==> config.mk <==
export PLATFORM = sky130hd
export DESIGN_NAME = otp_digit_sender
export DESIGN_NICKNAME = d
export VERILOG_FILES = /design/src/rtl/otp_digit_sender.sv
export SDC_FILE = /design/constraint.sdc
export NUM_CORES = 1
export LEC_CHECK = 0
export CORE_MARGIN = 1.5
export CORE_UTILIZATION = 50
export CTS_CLUSTER_DIAMETER = 100
export DETAILED_ROUTE_END_ITERATION = 10
export PLACE_DENSITY = 0.74
export SETUP_SLACK_MARGIN = 0.02
export SYNTH_ARGS = -nofsm -noshare
export SYNTH_HDL_FRONTEND = slang
export SYNTH_SLANG_ARGS = --single-unit
==> constraint.sdc <==
create_clock -name clk -period 2.2 [get_ports clk]
set_input_delay 0.44 -clock clk [delete_from_list [all_inputs] [get_ports clk]]
set_output_delay 0.44 -clock clk [all_outputs]
set_load 0.1 [all_outputs]
==> src/rtl/otp_digit_sender.sv <==
// Plays a captured code out as a sequence of 4-bit digits, MSB nibble first,
// each qualified by a registered one-cycle latch strobe for the OTP entry FSM.
module otp_digit_sender #(
  parameter int DIGITS       = 4,
  parameter int SETUP_CYCLES = 2,
  parameter int GAP_CYCLES   = 3
) (
  input  logic                  clk,
  input  logic                  reset,
  input  logic [DIGITS*4-1:0]   code_in,
  input  logic                  start,
  input  logic                  abort,
  output logic [3:0]            digit_out,
  output logic                  digit_latch,
  output logic                  busy,
  output logic                  done
);

  localparam int CODE_W  = DIGITS * 4;
  localparam int CNT_MAX = (SETUP_CYCLES > GAP_CYCLES) ? SETUP_CYCLES : GAP_CYCLES;
  localparam int CNT_W   = (CNT_MAX > 1) ? $clog2(CNT_MAX) : 1;
  localparam int IDX_W   = (DIGITS > 1) ? $clog2(DIGITS) : 1;

  localparam logic [CNT_W-1:0] SETUP_LOAD = CNT_W'(SETUP_CYCLES - 1);
  localparam logic [CNT_W-1:0] GAP_LOAD   = CNT_W'(GAP_CYCLES - 1);
  localparam logic [IDX_W-1:0] LAST_IDX   = IDX_W'(DIGITS - 1);

  typedef enum logic [2:0] {
    S_IDLE,
    S_SETUP,
    S_LATCH,
    S_GAP,
    S_DONE
  } state_t;

  state_t              state_q, state_d;
  logic [CNT_W-1:0]    cnt_q, cnt_d;
  logic [IDX_W-1:0]    idx_q, idx_d;
  logic [CODE_W-1:0]   shift_q, shift_d;
  logic [CODE_W-1:0]   shift_next;
  logic [3:0]          digit_q, digit_d;
  logic                latch_q, latch_d;
  logic                busy_q, busy_d;
  logic                done_q, done_d;

  // Top nibble of the shift register is always the digit currently on the bus.
  assign shift_next = shift_q << 4;

  always_comb begin
    state_d = state_q;
    cnt_d   = cnt_q;
    idx_d   = idx_q;
    shift_d = shift_q;
    digit_d = digit_q;
    latch_d = 1'b0;
    busy_d  = busy_q;
    done_d  = 1'b0;

    if (abort) begin
      // Abort wins over start and over a pending done; the bus is parked at zero.
      state_d = S_IDLE;
      cnt_d   = '0;
      idx_d   = '0;
      shift_d = '0;
      digit_d = 4'h0;
      busy_d  = 1'b0;
    end else begin
      case (state_q)
        S_IDLE: begin
          if (start) begin
            state_d = S_SETUP;
            shift_d = code_in;
            digit_d = code_in[CODE_W-1 -: 4];
            busy_d  = 1'b1;
            idx_d   = '0;
            cnt_d   = SETUP_LOAD;
          end
        end
        S_SETUP: begin
          if (cnt_q == '0) begin
            state_d = S_LATCH;
            latch_d = 1'b1;
          end else begin
            cnt_d = cnt_q - CNT_W'(1);
          end
        end
        S_LATCH: begin
          if (idx_q == LAST_IDX) begin
            state_d = S_DONE;
            done_d  = 1'b1;
          end else begin
            state_d = S_GAP;
            cnt_d   = GAP_LOAD;
          end
        end
        S_GAP: begin
          if (cnt_q == '0) begin
            state_d = S_SETUP;
            idx_d   = idx_q + IDX_W'(1);
            shift_d = shift_next;
            digit_d = shift_next[CODE_W-1 -: 4];
            cnt_d   = SETUP_LOAD;
          end else begin
            cnt_d = cnt_q - CNT_W'(1);
          end
        end
        S_DONE: begin
          state_d = S_IDLE;
          busy_d  = 1'b0;
        end
        default: begin
          state_d = S_IDLE;
          busy_d  = 1'b0;
        end
      endcase
    end
  end

  always_ff @(posedge clk or negedge reset) begin
    if (!reset) begin
      state_q <= S_IDLE;
      cnt_q   <= '0;
      idx_q   <= '0;
      shift_q <= '0;
      digit_q <= 4'h0;
      latch_q <= 1'b0;
      busy_q  <= 1'b0;
      done_q  <= 1'b0;
    end else begin
      state_q <= state_d;
      cnt_q   <= cnt_d;
      idx_q   <= idx_d;
      shift_q <= shift_d;
      digit_q <= digit_d;
      latch_q <= latch_d;
      busy_q  <= busy_d;
      done_q  <= done_d;
    end
  end

  assign digit_out   = digit_q;
  assign digit_latch = latch_q;
  assign busy        = busy_q;
  assign done        = done_q;

endmodule

==> impl_metrics.ini <==
[outcome]
status = completed

[logic_synthesis]
yosys_warnings = 0
synth_async_sr_flop_share = 1.00
yosysTopAreaCell = dfrtp_1
ys_seq_area_frac = 0.483
synth-edff-count = 0
synthCells = 127
yosys_register_bits = 26
syn_avg_cell_area_um2 = 10.6
syn_nets = 150
netlist_area_mm2 = 0.00135
ys.flop_type = dfrtp_1
ys_types = 34
synth.top_cell.area_share = 0.483
yosys-top-cells-area = dfrtp_1 (48%), a32oi_1 (5.2%), mux2_4 (4.5%)

[timing]
final_hold_viol_count = 0
relSlewSlack = 0.664
setup_viol = 0
holdWs_ns = 0.452
rsz0062_at_grt = no
fmax_mhz = 522
fin_setup_tns_ns = 0
min_period_over_period = 0.870
drv_slew = 0
tightestPinTransition_ns = 0.503
period_needed_ns = 1.91
worst_clock_skew_ns = 0.00795

[detailed_routing]
wl_per_cell_um = 16.5
viasPerCell = 6.20
wl_um = 3020
drc = 0
ant_nets = 0
drt_first_pass_iters = 7
vias = 1135
drtIter0Drc = 19

[setup_path]
end_kind = flip-flop
start_kind = flip-flop
critical-path-slowest-cell = dfrtp_1
crit_arrival_ns = 2.14
crit_fanout = 18
path_cells = inv_1 > ha_1 > and4b_1 > or3_1 > buf_12 > mux2_4
critPathLaunch = cnt_q[0]$_DFFE_PN0P_
r2r-start = cnt_q[0]$_DFFE_PN0P_
cpPeakStageDelay_ns = 0.42
required_ns = 2.42
critPathKind = flip-flop to flip-flop

[clock_network]
post_cts.repair.setup_buffers = 0
cts_hold_buf = 0
clk_pin_slew_ns = 0.15
htreeDepth = 1
cts_tree = built
clkLatencyLatePin_ns = 0.33
clockRootBuffer = clkbuf_4
cts_buffers = 3
clkSinkCount = 26
cts_buffer_depth = 2
ctsResizeCount = 0

[flow_run]
cap_violations = 0

[global_route]
grt_max_degree = 27
overflow = 0
antenna_found_initial = 0
grt_pass1_vias = 1031
grt_pass1_wl_um = 4890
grt.total_usage = 0.228

[power]
finalPower_mw = 1.79
seqPwrFrac = 0.387
p_comb_frac = 0.428
clkPwrFrac = 0.185
p_switching_mw = 0.735
power.internal_mw = 1.05
pwr_density_cell_mw_per_mm2 = 1060
p_leak_nw = 0.737
swShare = 0.411
irDropWorstVdd_v = 0.000830

[die]
die-area_mm2 = 0.00301
start_util = 0.534
rows = 18
core-area_mm2 = 0.00252
ioPinCount = 27
dieWidth_um = 54.9
fp.dieH_um = 54.9

[cells_and_area]
n_fill_cell = 192
layout_commonest_cell = dfrtp_1
fin_area_mm2 = 0.00169
layout.cells.non_filler = 183
syn2layout_area_growth_pct = 25.8
fin_nets = 177
num_antenna_cells = 0
drive_gt1_frac = 0.157
layout_common_cells = dfrtp_1 (26), clkdlybuf4s50_1 (19), buf_4 (14)

[placement]
globalplace.congestion = 0.794
portBuffers = 26
placed_area_mm2 = 0.00164
dp_cells = 179
post-dp-hpwl_um = 2110

[min_path]
worstHoldPathType = input pin to async pin
area by class of cell:
cell class | count | area, um2 | area share
inverters | 11 | 41.3 | 0.0244
clock inverters | 1 | 30.0 | 0.0177
multi-input cells | 78 | 597 | 0.352
flip-flops and latches | 26 | 651 | 0.384
clock buffers | 3 | 22.5 | 0.0133
repair buffers | 34 | 315 | 0.186
well taps | 30 | 37.5 | 0.0222
cells by family (layout without fill, tap and decap cells):
kind of cell,Yosys count,in the layout,share of synthesized area
muxes,8,8,0.0744
and+or+nand+nor,32,32,0.143
adders and majority gates,3,3,0.0279
xor gates and xnor gates,1,1,0.00651
DFF,26,26,0.483
buffers and inverters,23,49,0.0781
AOI/OAI and AO/OA,34,34,0.187
metrics by stage:
stage / worst slack, ns / utilization
after floorplan: 0.353 / -
after global placement: 0.156 / 0.651
after detailed placement: 0.118 / 0.651
after CTS: 0.296 / 0.672
after global routing: 0.209 / 0.672
final: 0.285 / 0.672
worst max-delay path, delay by kind of cell, from the launching register on:
kind	cells	cell delay [ns]
buf+inv	2	0.24
mux	1	0.30
fa+ha+maj	1	0.24
flops	1	0.42
simple gates	2	0.61
power by group through the flow:
| stage | Sequential (mW) | Clock (mW) | Combinational (mW) |
|---|---|---|---|
| floorplan | 0.882 | 0 | 0.380 |
| global placement | 0.692 | 0 | 0.736 |
| detailed placement | 0.699 | 0 | 0.763 |
| CTS | 0.689 | 0.329 | 0.766 |
| global route | 0.709 | 0.353 | 0.828 |
| finish | 0.692 | 0.331 | 0.765 |
Yosys cell counts, types with 3 or more instances:
master and instances:
a21oi_1 9, a32o_1 4, a32oi_1 8, buf_2 3, clkbuf_1 7, dfrtp_1 26, ha_1 3, inv_1 10
mux2_4 4, mux2i_1 4, nand2_1 7, nor3_1 4, nor4_1 8, o2111ai_1 4
worst paths after layout:
check | slack (ns) | cells past startpoint | to
setup / recovery | 0.29 | 6 | shift_q[4]$_DFFE_PN0P_
hold / removal | 0.45 | 2 | state_q[2]$_DFFE_PN0P_
setup reg to reg | 0.29 | 6 | shift_q[4]$_DFFE_PN0P_
hold reg to reg | 0.54 | 1 | shift_q[7]$_DFFE_PN0P_
max in group asynchronous | 1.50 | 2 | shift_q[1]$_DFFE_PN0P_
min in group clk | 0.54 | 1 | shift_q[7]$_DFFE_PN0P_
flip-flops by register name (all words and copies together), names as in the netlist:
register	count
shift_q	12
digit_out	4
digit_latch	1
idx_q	2
done	1
busy	1
cnt_q	2
state_q	3
layer usage:
layer	global-route usage	vias up	share of wire
li1	-	527	-
met1	0.314	550	0.44
met2	0.363	54	0.48
met3	0.0591	4	0.072
met4	0.0488	0	0.0073
met5	0	-	0
Power figures use the tool's default switching activity.
==> patch, RTL diff (same settings) <==
Change the parameter `SETUP_CYCLES` from 2 to 4.
--- a/src/rtl/otp_digit_sender.sv
+++ b/src/rtl/otp_digit_sender.sv
@@ -3,5 +3,5 @@
 module otp_digit_sender #(
   parameter int DIGITS       = 4,
-  parameter int SETUP_CYCLES = 2,
+  parameter int SETUP_CYCLES = 4,
   parameter int GAP_CYCLES   = 3
 ) (
Function: changed (a bounded check fails within 4 cycles, from zero or initial values and one cycle with reset low).
==> patch against the original RTL <==
Cell area is essentially flat; worst hold slack gained 5.1 ps; routed wire length shrank 6.2%; sequential cell count is the same; power shrank 24%; non-clock buffer count is the same; sequential power shrank 14%; die area grew 1.2%; setup slack lost 9.2 ps; synthesized area grew 1.3%; highest routed layer unchanged.
==> patch: results (changes against the original RTL) <==
- finished, final reports clean — outcome, unchanged
- 1.328 mm — met2 wire length, was 1.443 mm
- 4 — first drt pass iteration count, was 7
- 0.7664 nW — leakage power, was 0.7373 nW
- 4.912 mm — global-route wire length before repair, was 4.892 mm
- 3.981% — met3 usage, was 5.914%
- 47.71% — sequential share of the synthesized area, was 48.33%
- 11.09 sq um — average footprint of a synthesized cell, was 10.60 sq um
- 25 — iteration-0 DRC count of the detailed router, was 19
- 17.88% — fraction of layout cells with a size suffix above 1, was 15.69%
- 4.437 ps — clock skew, was 7.948 ps
- 31.80% — met2 Use GR, was 36.31%
- 1.970 mm — Final HPWL DP, was 2.110 mm
- 145 — net count after synthesis, was 150
- 0.596 mW — P_seq, was 0.692 mW
- 67.12% — headroom to the max-slew limit, was 66.39%
- 0.5871 mV — maximum vdd drop, was 0.8303 mV
- 1.334 mm — met1 wire length, was 1.339 mm
- 0.8942 mW — internal power, was 1.053 mW
- sky130_fd_sc_hd__dfrtp_1 (48%), sky130_fd_sc_hd__a32oi_1 (5.1%), sky130_fd_sc_hd__mux2i_1 (5.1%) — Synth area leaders, was sky130_fd_sc_hd__dfrtp_1 (48%), sky130_fd_sc_hd__a32oi_1 (5.2%), sky130_fd_sc_hd__mux2_4 (4.5%)
- 35.72% — proportion of cell area occupied by multi-input gates, was 35.23%
- 799.6 nW/um^2 — power per cell area, was 1055 nW/um^2
- 200 — Fill cells, was 192
- 1091 — via count of the first global-routing pass, was 1031
- 2.836 mm — total wire length, was 3.024 mm
- 0.7425 — final estimated routing congestion in global placement, was 0.7938
- -16.20 ps — post-place setup slack, was 117.7 ps
==> patch: kinds of logic after synthesis <==
family                   Yosys count  share of synthesized area [%]
AO/OA/AOI/OAI                     27                          15.05
adder cells (fa/ha/maj)            2                          1.835
buffers and inverters             19                          7.889
flip-flops                        26                          47.71
multiplexers                      11                          9.542
AND/OR/NAND/NOR                   38                          17.98
==> patch: final timing paths <==
check	startpoint	endpoint	slack [ps]	depth (start not counted)
setup / recovery	state_q[0]	shift_q[5]	280	4
hold / removal	reset	state_q[1]	460	2
setup reg to reg	state_q[0]	shift_q[5]	280	4
hold reg to reg	shift_q[0]	shift_q[0]	530	2
max in group asynchronous	reset	shift_q[5]	1500	2
min in group clk	shift_q[0]	shift_q[0]	530	2
==> patch: metrics by stage <==
step                utilization (%)  instance area (sq um)
finish                        67.21                   1695
global route                  67.21                   1695
CTS                           67.21                   1695
detailed placement            65.13                   1643
global placement              65.13                   1643
floorplan                         -                   1364
